**src/rtl/ps2_kbd_pkg.sv**
```systemverilog
// Shared state type and scan-code constants for the PS/2 keyboard sequencer.
package ps2_kbd_pkg;

  typedef enum logic [1:0] {
    IDLE,
    EXT,
    BRK,
    EXT_BRK
  } seq_state_t;

  localparam logic [7:0] SC_EXT = 8'hE0;
  localparam logic [7:0] SC_BRK = 8'hF0;
  localparam logic [7:0] SC_ACK = 8'hFA;
  localparam logic [7:0] SC_BAT = 8'hAA;

  function automatic logic is_prefix(input logic [7:0] b);
    return (b == SC_EXT) || (b == SC_BRK);
  endfunction

endpackage

```
**src/rtl/seq_timeout_ctr.sv**
```systemverilog
// Inter-byte timeout counter: counts while a sequence is open, flags expiry at
// TIMEOUT_CYCLES-1 and holds there until cleared.
module seq_timeout_ctr #(
  parameter int TIMEOUT_CYCLES = 50000
) (
  input  logic clk,
  input  logic reset,
  input  logic clear,
  input  logic run,
  output logic expired
);

  localparam int CNT_W = $clog2(TIMEOUT_CYCLES + 1);
  localparam logic [CNT_W-1:0] LAST = CNT_W'(TIMEOUT_CYCLES - 1);

  logic [CNT_W-1:0] count;

  always_ff @(posedge clk) begin
    if (reset || clear) begin
      count <= '0;
    end else if (run && (count != LAST)) begin
      count <= count + CNT_W'(1);
    end
  end

  assign expired = run && (count == LAST);

endmodule

```
**src/rtl/scancode_sequencer.sv**
```systemverilog
// PS/2 scan-code parser: turns make/break byte sequences into push and release strobes.
// Optional typematic repeat suppression is built when REPEAT_FILTER_EN is defined.
import ps2_kbd_pkg::*;

module scancode_sequencer #(
  parameter int TIMEOUT_CYCLES = 50000
) (
  input  logic       clk,
  input  logic       reset,
  input  logic       rx_valid,
  input  logic [7:0] rx_byte,
  input  logic       rx_error,
  output logic       push,
  output logic [7:0] push_code,
  output logic       push_ext,
  output logic       key_released,
  output logic [7:0] release_code,
  output logic       seq_timeout,
  output logic       busy
);

  seq_state_t state;
  seq_state_t next_state;
  logic       make_done;
  logic       brk_done;
  logic       tmo_hit;
  logic       seq_ext;
  logic       expired;
  logic       repeat_hit;
  logic       do_push;

  seq_timeout_ctr #(
    .TIMEOUT_CYCLES(TIMEOUT_CYCLES)
  ) u_timeout (
    .clk    (clk),
    .reset  (reset),
    .clear  (rx_valid || (state == IDLE)),
    .run    (state != IDLE),
    .expired(expired)
  );

  // Errors outrank bytes, and a byte arriving on the expiry cycle outranks the timeout.
  always_comb begin
    next_state = state;
    make_done  = 1'b0;
    brk_done   = 1'b0;
    tmo_hit    = 1'b0;
    seq_ext    = (state == EXT) || (state == EXT_BRK);
    if (rx_error) begin
      next_state = IDLE;
    end else if (rx_valid) begin
      unique case (state)
        IDLE: begin
          if (rx_byte == SC_EXT)      next_state = EXT;
          else if (rx_byte == SC_BRK) next_state = BRK;
          else if (rx_byte != SC_ACK && rx_byte != SC_BAT) make_done = 1'b1;
        end
        EXT: begin
          if (rx_byte == SC_BRK)      next_state = EXT_BRK;
          else if (rx_byte == SC_EXT) next_state = EXT;
          else begin
            make_done  = 1'b1;
            next_state = IDLE;
          end
        end
        BRK, EXT_BRK: begin
          brk_done   = !is_prefix(rx_byte);
          next_state = IDLE;
        end
      endcase
    end else if (expired) begin
      next_state = IDLE;
      tmo_hit    = 1'b1;
    end
  end

`ifdef REPEAT_FILTER_EN
  logic [8:0] last_make;

  assign repeat_hit = ({seq_ext, rx_byte} == last_make);

  always_ff @(posedge clk) begin
    if (reset) begin
      last_make <= '0;
    end else if (make_done && !repeat_hit) begin
      last_make <= {seq_ext, rx_byte};
    end else if (brk_done && repeat_hit) begin
      last_make <= '0;
    end
  end
`else
  assign repeat_hit = 1'b0;
`endif

  assign do_push = make_done && !repeat_hit;

  always_ff @(posedge clk) begin
    if (reset) begin
      state        <= IDLE;
      push         <= 1'b0;
      push_code    <= '0;
      push_ext     <= 1'b0;
      key_released <= 1'b0;
      release_code <= '0;
      seq_timeout  <= 1'b0;
    end else begin
      state        <= next_state;
      push         <= do_push;
      key_released <= brk_done;
      seq_timeout  <= tmo_hit;
      if (do_push) begin
        push_code <= rx_byte;
        push_ext  <= seq_ext;
      end
      if (brk_done) begin
        release_code <= rx_byte;
      end
    end
  end

  assign busy = (state != IDLE);

endmodule
```
**config.mk**
```make
export PLATFORM = sky130hd
export DESIGN_NAME = scancode_sequencer
export DESIGN_NICKNAME = d
export VERILOG_FILES = /design/src/rtl/ps2_kbd_pkg.sv /design/src/rtl/seq_timeout_ctr.sv /design/src/rtl/scancode_sequencer.sv
export SDC_FILE = /design/constraint.sdc
export NUM_CORES = 1
export LEC_CHECK = 0
export BUFFER_PORTS_ARGS = -buffer_cell sky130_fd_sc_hd__buf_4
export CORE_MARGIN = 3
export CORE_UTILIZATION = 40
export DETAILED_ROUTE_END_ITERATION = 12
export MAX_ROUTING_LAYER = met4
export PLACE_DENSITY = 0.57
export SLEW_MARGIN = 20
export SYNTH_ARGS = -nofsm -noshare
export SYNTH_HDL_FRONTEND = slang
export SYNTH_SLANG_ARGS = --single-unit
```
**constraint.sdc**
```tcl
create_clock -name clk -period 2.2 [get_ports clk]
set_clock_uncertainty 0.15 [all_clocks]
set_input_delay 0.22 -clock clk [delete_from_list [all_inputs] [get_ports clk]]
set_output_delay 0.22 -clock clk [all_outputs]
set_load 0.01 [all_outputs]
```
## Word level (Yosys, flattened, before mapping)

Cells that the tools add are included.

| storage, ports and cells | value |
|---|---|
| register bits | 38 |
| output and inout bits | 21 |
| logic and storage cells | 53 |

| cells by class | value |
|---|---|
| add/subtract/negate cells | 1 |
| equal/unequal tests | 10 |
| mux-type cells | 19 |
| reductions and logical operators | 15 |

Operators with widths:

| operator | count |
|---|---|
| adder 16 x 1 -> 16 bit (second input constant) | 1 |
| == test 16 bit (second input constant) | 1 |
| == test 8 bit (second input constant) | 2 |
| inequality test 16 bit (second input constant) | 1 |
| inequality test 8 bit (second input constant) | 2 |
| two-way mux 1 bit | 12 |
| two-way mux 2 bit | 5 |
| one-hot mux 2 bit (3 select lines) | 1 |
| == test 2 bit (second input constant) | 2 |
| logical OR 1 bit | 4 |
| inequality test 4 x 2 -> 1 bit (second input constant) | 1 |
| nonzero test 2 bit | 2 |
| OR reduction 2 bit | 2 |
| logical AND 1 bit | 3 |
| OR reduction 3 bit | 1 |
| == test 2 x 1 -> 1 bit (second input constant) | 1 |
| zero test 2 bit | 1 |
| one-hot mux 1 bit (2 select lines) | 1 |
| AND reduction 2 bit | 1 |
| zero test 1 bit | 1 |

## Depth between registers and ports, before layout

| depth | value |
|---|---|
| word-level depth | 8 |
| depth in mapped cells | 5 |
| gate-level depth less buffers | 5 |

## Hierarchy

From an unflattened synthesis, not the netlist that was laid out.

| second synthesis, totals | value |
|---|---|
| cells, all modules | 188 |
| area total of the unflattened synthesis | 1776.7 sq um |

Modules (own cells, without submodules):

| module | times used | cells each | area an instance (sq um) | sequential area each (sq um) |
|---|---|---|---|---|
| scancode_sequencer | 1 | 94 | 950.9 | 440.4 |
| seq_timeout_ctr | 1 | 94 | 825.8 | 320.3 |

## Worst setup path after synthesis

OpenSTA, ideal clock, no wires.

| timing | value |
|---|---|
| path kind | flip-flop to flip-flop |
| from | reg u_timeout.count[0] |
| to | reg u_timeout.count[2] |
| library setup time | 0.070 ns |
| arrival time | 1.361 ns |
| required time | 1.980 ns |
| setup slack | 0.619 ns |
| stages on the path, launching flop included | 6 |
| buffers on the path | 0 |
| clock period less this slack | 1.581 ns |
| cells stage by stage | dfxtp_1 ha_1 and3_1 and4_1 or3_1 a21oi_1 |

| between the ends | value |
|---|---|
| longest elaborated chain between the ends | 2 |
| elaborated cells on any way between the ends | 3 |
| those cells by class | add/sub (1); eq/ne (1); reduce/logical (1) |

RTL lines:

| element | RTL line | RTL |
|---|---|---|
| start: declaration | seq_timeout_ctr.sv:16 | `logic [CNT_W-1:0] count;` |
| start signal: assignment | seq_timeout_ctr.sv:22 | `count <= count + CNT_W'(1);` |
| parallel branches: the longest is 2 deep, another holds adder 16 x 1 -> 16 bit | -- |  |

Several ways; the timed one is not identified.
A chain may end at the register's enable or synchronous reset.

## Worst setup path in the final report

| timing | value |
|---|---|
| from | in rx_error |
| to | reg release_code[7] |

| between the ends | value |
|---|---|
| longest elaborated chain between the ends | 1 |

RTL lines:

| element | RTL line | RTL |
|---|---|---|
| start: declaration | scancode_sequencer.sv:12 | `input logic rx_error,` |
| two-way mux 1 bit | scancode_sequencer.sv:49 | `if (rx_error) begin` |
| end signal: assignment | scancode_sequencer.sv:116 | `release_code <= rx_byte;` |
| end: declaration | scancode_sequencer.sv:17 | `output logic [7:0] release_code,` |

Every way passes these cells.

==> results by group <==
Global route
  – Overflow left after global routing: 0
  – Maximum number of pins on one net before global-route repair: 33
  – Global-route wire length before repair: ~6300 µm
  – GRT Total Usage: 0.159
  – Vias in the first global route: around 1300
  – Initial antenna violation count: 0

Synthesis
  – Post-Synth Simple-Gate Area: 0.278
  – Sequential area share after synthesis: 0.443
  – Post-synthesis xor/xnor area fraction: 0.0510
  – Commonest cells in the synthesized netlist: dfxtp_1 (38), nand2b_1 (20), mux2i_1 (19)
  – Post-synthesis compound-gate area fraction: 0.0772
  – Largest family of logic cells by synthesized area: simple AND/OR/NAND/NOR gates
  – Flops & latches, synth: 38
  – Area contributors post-synth: dfxtp_1 (44%), mux2i_1 (11%), nand2b_1 (7.3%)
  – Post-synth top area share: 0.443
  – Cell Area, Synth: between 0.0015 and 0.002 mm²
  – Area leader, netlist: dfxtp_1
  – Syn Area/Cell: approximately 9.5 µm²
  – Yosys cell types: 37
  – Syn_nets: approximately 190
  – Number of enable-type register cells in the synthesized netlist: 0
  – Most common flop cell mapped by yosys: dfxtp_1
  – Ys async rst share: 0
  – Adder-Cell Fraction of Synth Area: 0.00728
  – Yosys warns: 0
  – Most common cell in the netlist: dfxtp_1
  – Mux share of post-synthesis cell area: 0.111
  – Synth Instances: 180

Power and ir drop
  – Psw: 0.000279 W
  – Cell Pwr Density: a little under 600 mW/mm²
  – Peak VDD IR: ~0.29 mV
  – Combinational share of power: 0.069
  – Clk pwr share: 0.363
  – Tot Pwr: ~0.0012 W
  – Sw frac: 0.226
  – Seq pwr share: 0.568
  – P_int: 0.000954 W
  – Pleak: 0.772 nW

Setup path
  – CP Buf/Inv Count: 3
  – CP delay by family, top: buffers and inverters
  – Crit-path most repeated cell: buf_4
  – CP required: approximately 2200 ps
  – CP startpoint kind: primary input
  – R2r setup slk: 390 ps
  – CP Cell Sequence: dlygate4sd3_1 -> buf_4 -> nand3b_1 -> a21oi_2 -> buf_4 -> mux2i_1 -> nor2_1
  – R2R cell count: 5
  – Arrival time at the worst endpoint: ~1900 ps
  – CP endpoint kind: flip-flop
  – Worst path max stage delay: between 500 and 600 ps
  – CP Class: in2reg
  – Crit path depth: 7
  – Worst path slowest cell: dlygate4sd3_1
  – Worst-path fanout max: 6

Die
  – Die width: a little over 70 µm
  – Die footprint: 0.00512 mm²
  – CORE AREA: between 0.004 and 0.005 mm²
  – Die height: about 72 µm
  – Initial Util: 0.423
  – FP Rows: 23
  – Ports: 33

Place
  – Placed Area: about 0.0020 mm²
  – Post-DP HPWL: 2770 µm
  – Gpl congestion: roughly 0.78
  – Port Buffers: 32
  – Placed Cells: between 200 and 300

Worst hold path
  – Hold path depth: 3
  – Hold Crit Class: in2reg

Detailed routing
  – Avg WL per Cell: approximately 14 µm
  – Routed vias/inst: around 5.2
  – DR vias: ~1400
  – DRT Pass-1 Iters: 5
  – Detailed Route WL: approximately 3800 µm
  – Residual DRC: 0
  – DRT antenna net count: 0
  – DRT iter0 DRCs: 37

Layout
  – Fin cells: 267
  – Share of layout cells above drive strength 1: 0.212
  – Layout Nets: 230
  – Area growth syn-to-layout: 22.6%
  – Filler instances: between 300 and 400
  – Post-route cell area: roughly 0.0021 mm²
  – Diode count: 0

CTS
  – Post-CTS Resized: 0
  – CTS tree: built
  – H-tree levels: 2
  – Total CTS buffers: 5
  – Max clock buf depth: 2
  – Cts hold-fix bufs: 1
  – Clock Sinks: 38
  – Post-CTS Setup Inserts: 0
  – Worst-path clk slew: about 70 ps
  – Worst skew pair latency: approximately 290 ps
  – Clock Tree Root: clkbuf_8

Job
  – MaxCap Viol Count: 0

Timing
  – Tightest Pin Transition: 751 ps
  – Final hold vios: 0
  – Peak Freq: approximately 0.54 GHz
  – Fin. max-slew vios: 0
  – Setup tns final: 0 ps
  – Finish-stage setup viols: 0
  – Fin crit period: ~1800 ps
  – RSZ-0062 raised after global routing: false
  – Fin crit share: 0.835
  – Max_slew headroom: 0.497
  – Hold WS: roughly 43 ps

Status
  – Outcome: finished clean
==> state kept, by name, indices dropped and copies added, names as in the netlist <==
| name | count |
|---|---|
| push_ext | 1 |
| push_code | 8 |
| push | 1 |
| seq_timeout | 1 |
| key_released | 1 |
| release_code | 8 |
| state | 2 |
| u_timeout.count | 16 |
==> worst paths after layout <==
| kind | startpoint | end |
|---|---|---|
| setup / recovery | rx_error | release_code[7] |
| hold / removal | rx_byte[2] | release_code[2] |
| setup reg to reg | state[0] | push_code[2] |
| hold reg to reg | push_code[6] | push_code[6] |
==> power groups by stage <==
stage	Sequential (W)	Clock, W	Combinational (W)
CTS	0.000700	0.000462	0.0000864
detailed placement	0.000716	0	0.0000845
finish	0.000700	0.000447	0.0000853
global route	0.000701	0.000490	0.0000925
floorplan	0.000720	0	0.0000387
global placement	0.000716	0	0.0000833
==> logic make-up (layout without fill, tap and decap cells) <==
family | after synthesis | count (layout)
xor+xnor | 10 | 10
buf+inv | 13 | 50
fa+ha+maj | 1 | 1
mux | 19 | 19
simple gates | 83 | 83
flops | 38 | 38
compound gates | 16 | 16
==> worst reg2reg max path, cell delays in order, from the launching register on <==
cell	delay (ps)
dfxtp_1	410
inv_1	90
a41o_1	240
a2111oi_4	350
buf_4	260
mux2i_1	230
==> cell usage in the layout, fill, tap and decap left out, types with 4 or more instances in the layout <==
cell,synthesis,final
nor4_1,6,6
inv_1,6,6
nand2_1,7,7
mux2i_1,19,19
xnor2_1,10,10
dfxtp_1,38,38
nand4_1,5,5
nor2_1,18,18
clkbuf_8,0,5
nand2b_1,20,20
buf_4,0,36
o21ai_0,4,4
nor3_1,5,5
==> routing by layer <==
layer / share of wire / track usage / routed length [µm]
met3: 0.049 / 0.0477 / 186
met2: 0.48 / 0.257 / 1830
met5: 0 / - / 0
met1: 0.46 / 0.191 / 1730
met4: 0.0098 / 0.0501 / 37
==> area by class of cell <==
class / count / area (µm²) / share of cell area
tap: 50 / 62.6 / 0.0297
clock inverter: 2 / 10.0 / 0.00475
timing repair buffer: 37 / 280 / 0.133
sequential: 38 / 761 / 0.361
multi-input combinational: 129 / 901 / 0.428
inverter: 6 / 22.5 / 0.0107
clock buffer: 5 / 68.8 / 0.0327
==> stage by stage <==
| step | setup WS (ps) | utilization |
|---|---|---|
| finish | 362 | 0.519 |
| global route | 232 | 0.519 |
| CTS | 352 | 0.519 |
| detailed placement | 378 | 0.497 |
| global placement | 445 | 0.497 |
| floorplan | 619 | - |
No activity file was read; power rests on OpenSTA's default activity.
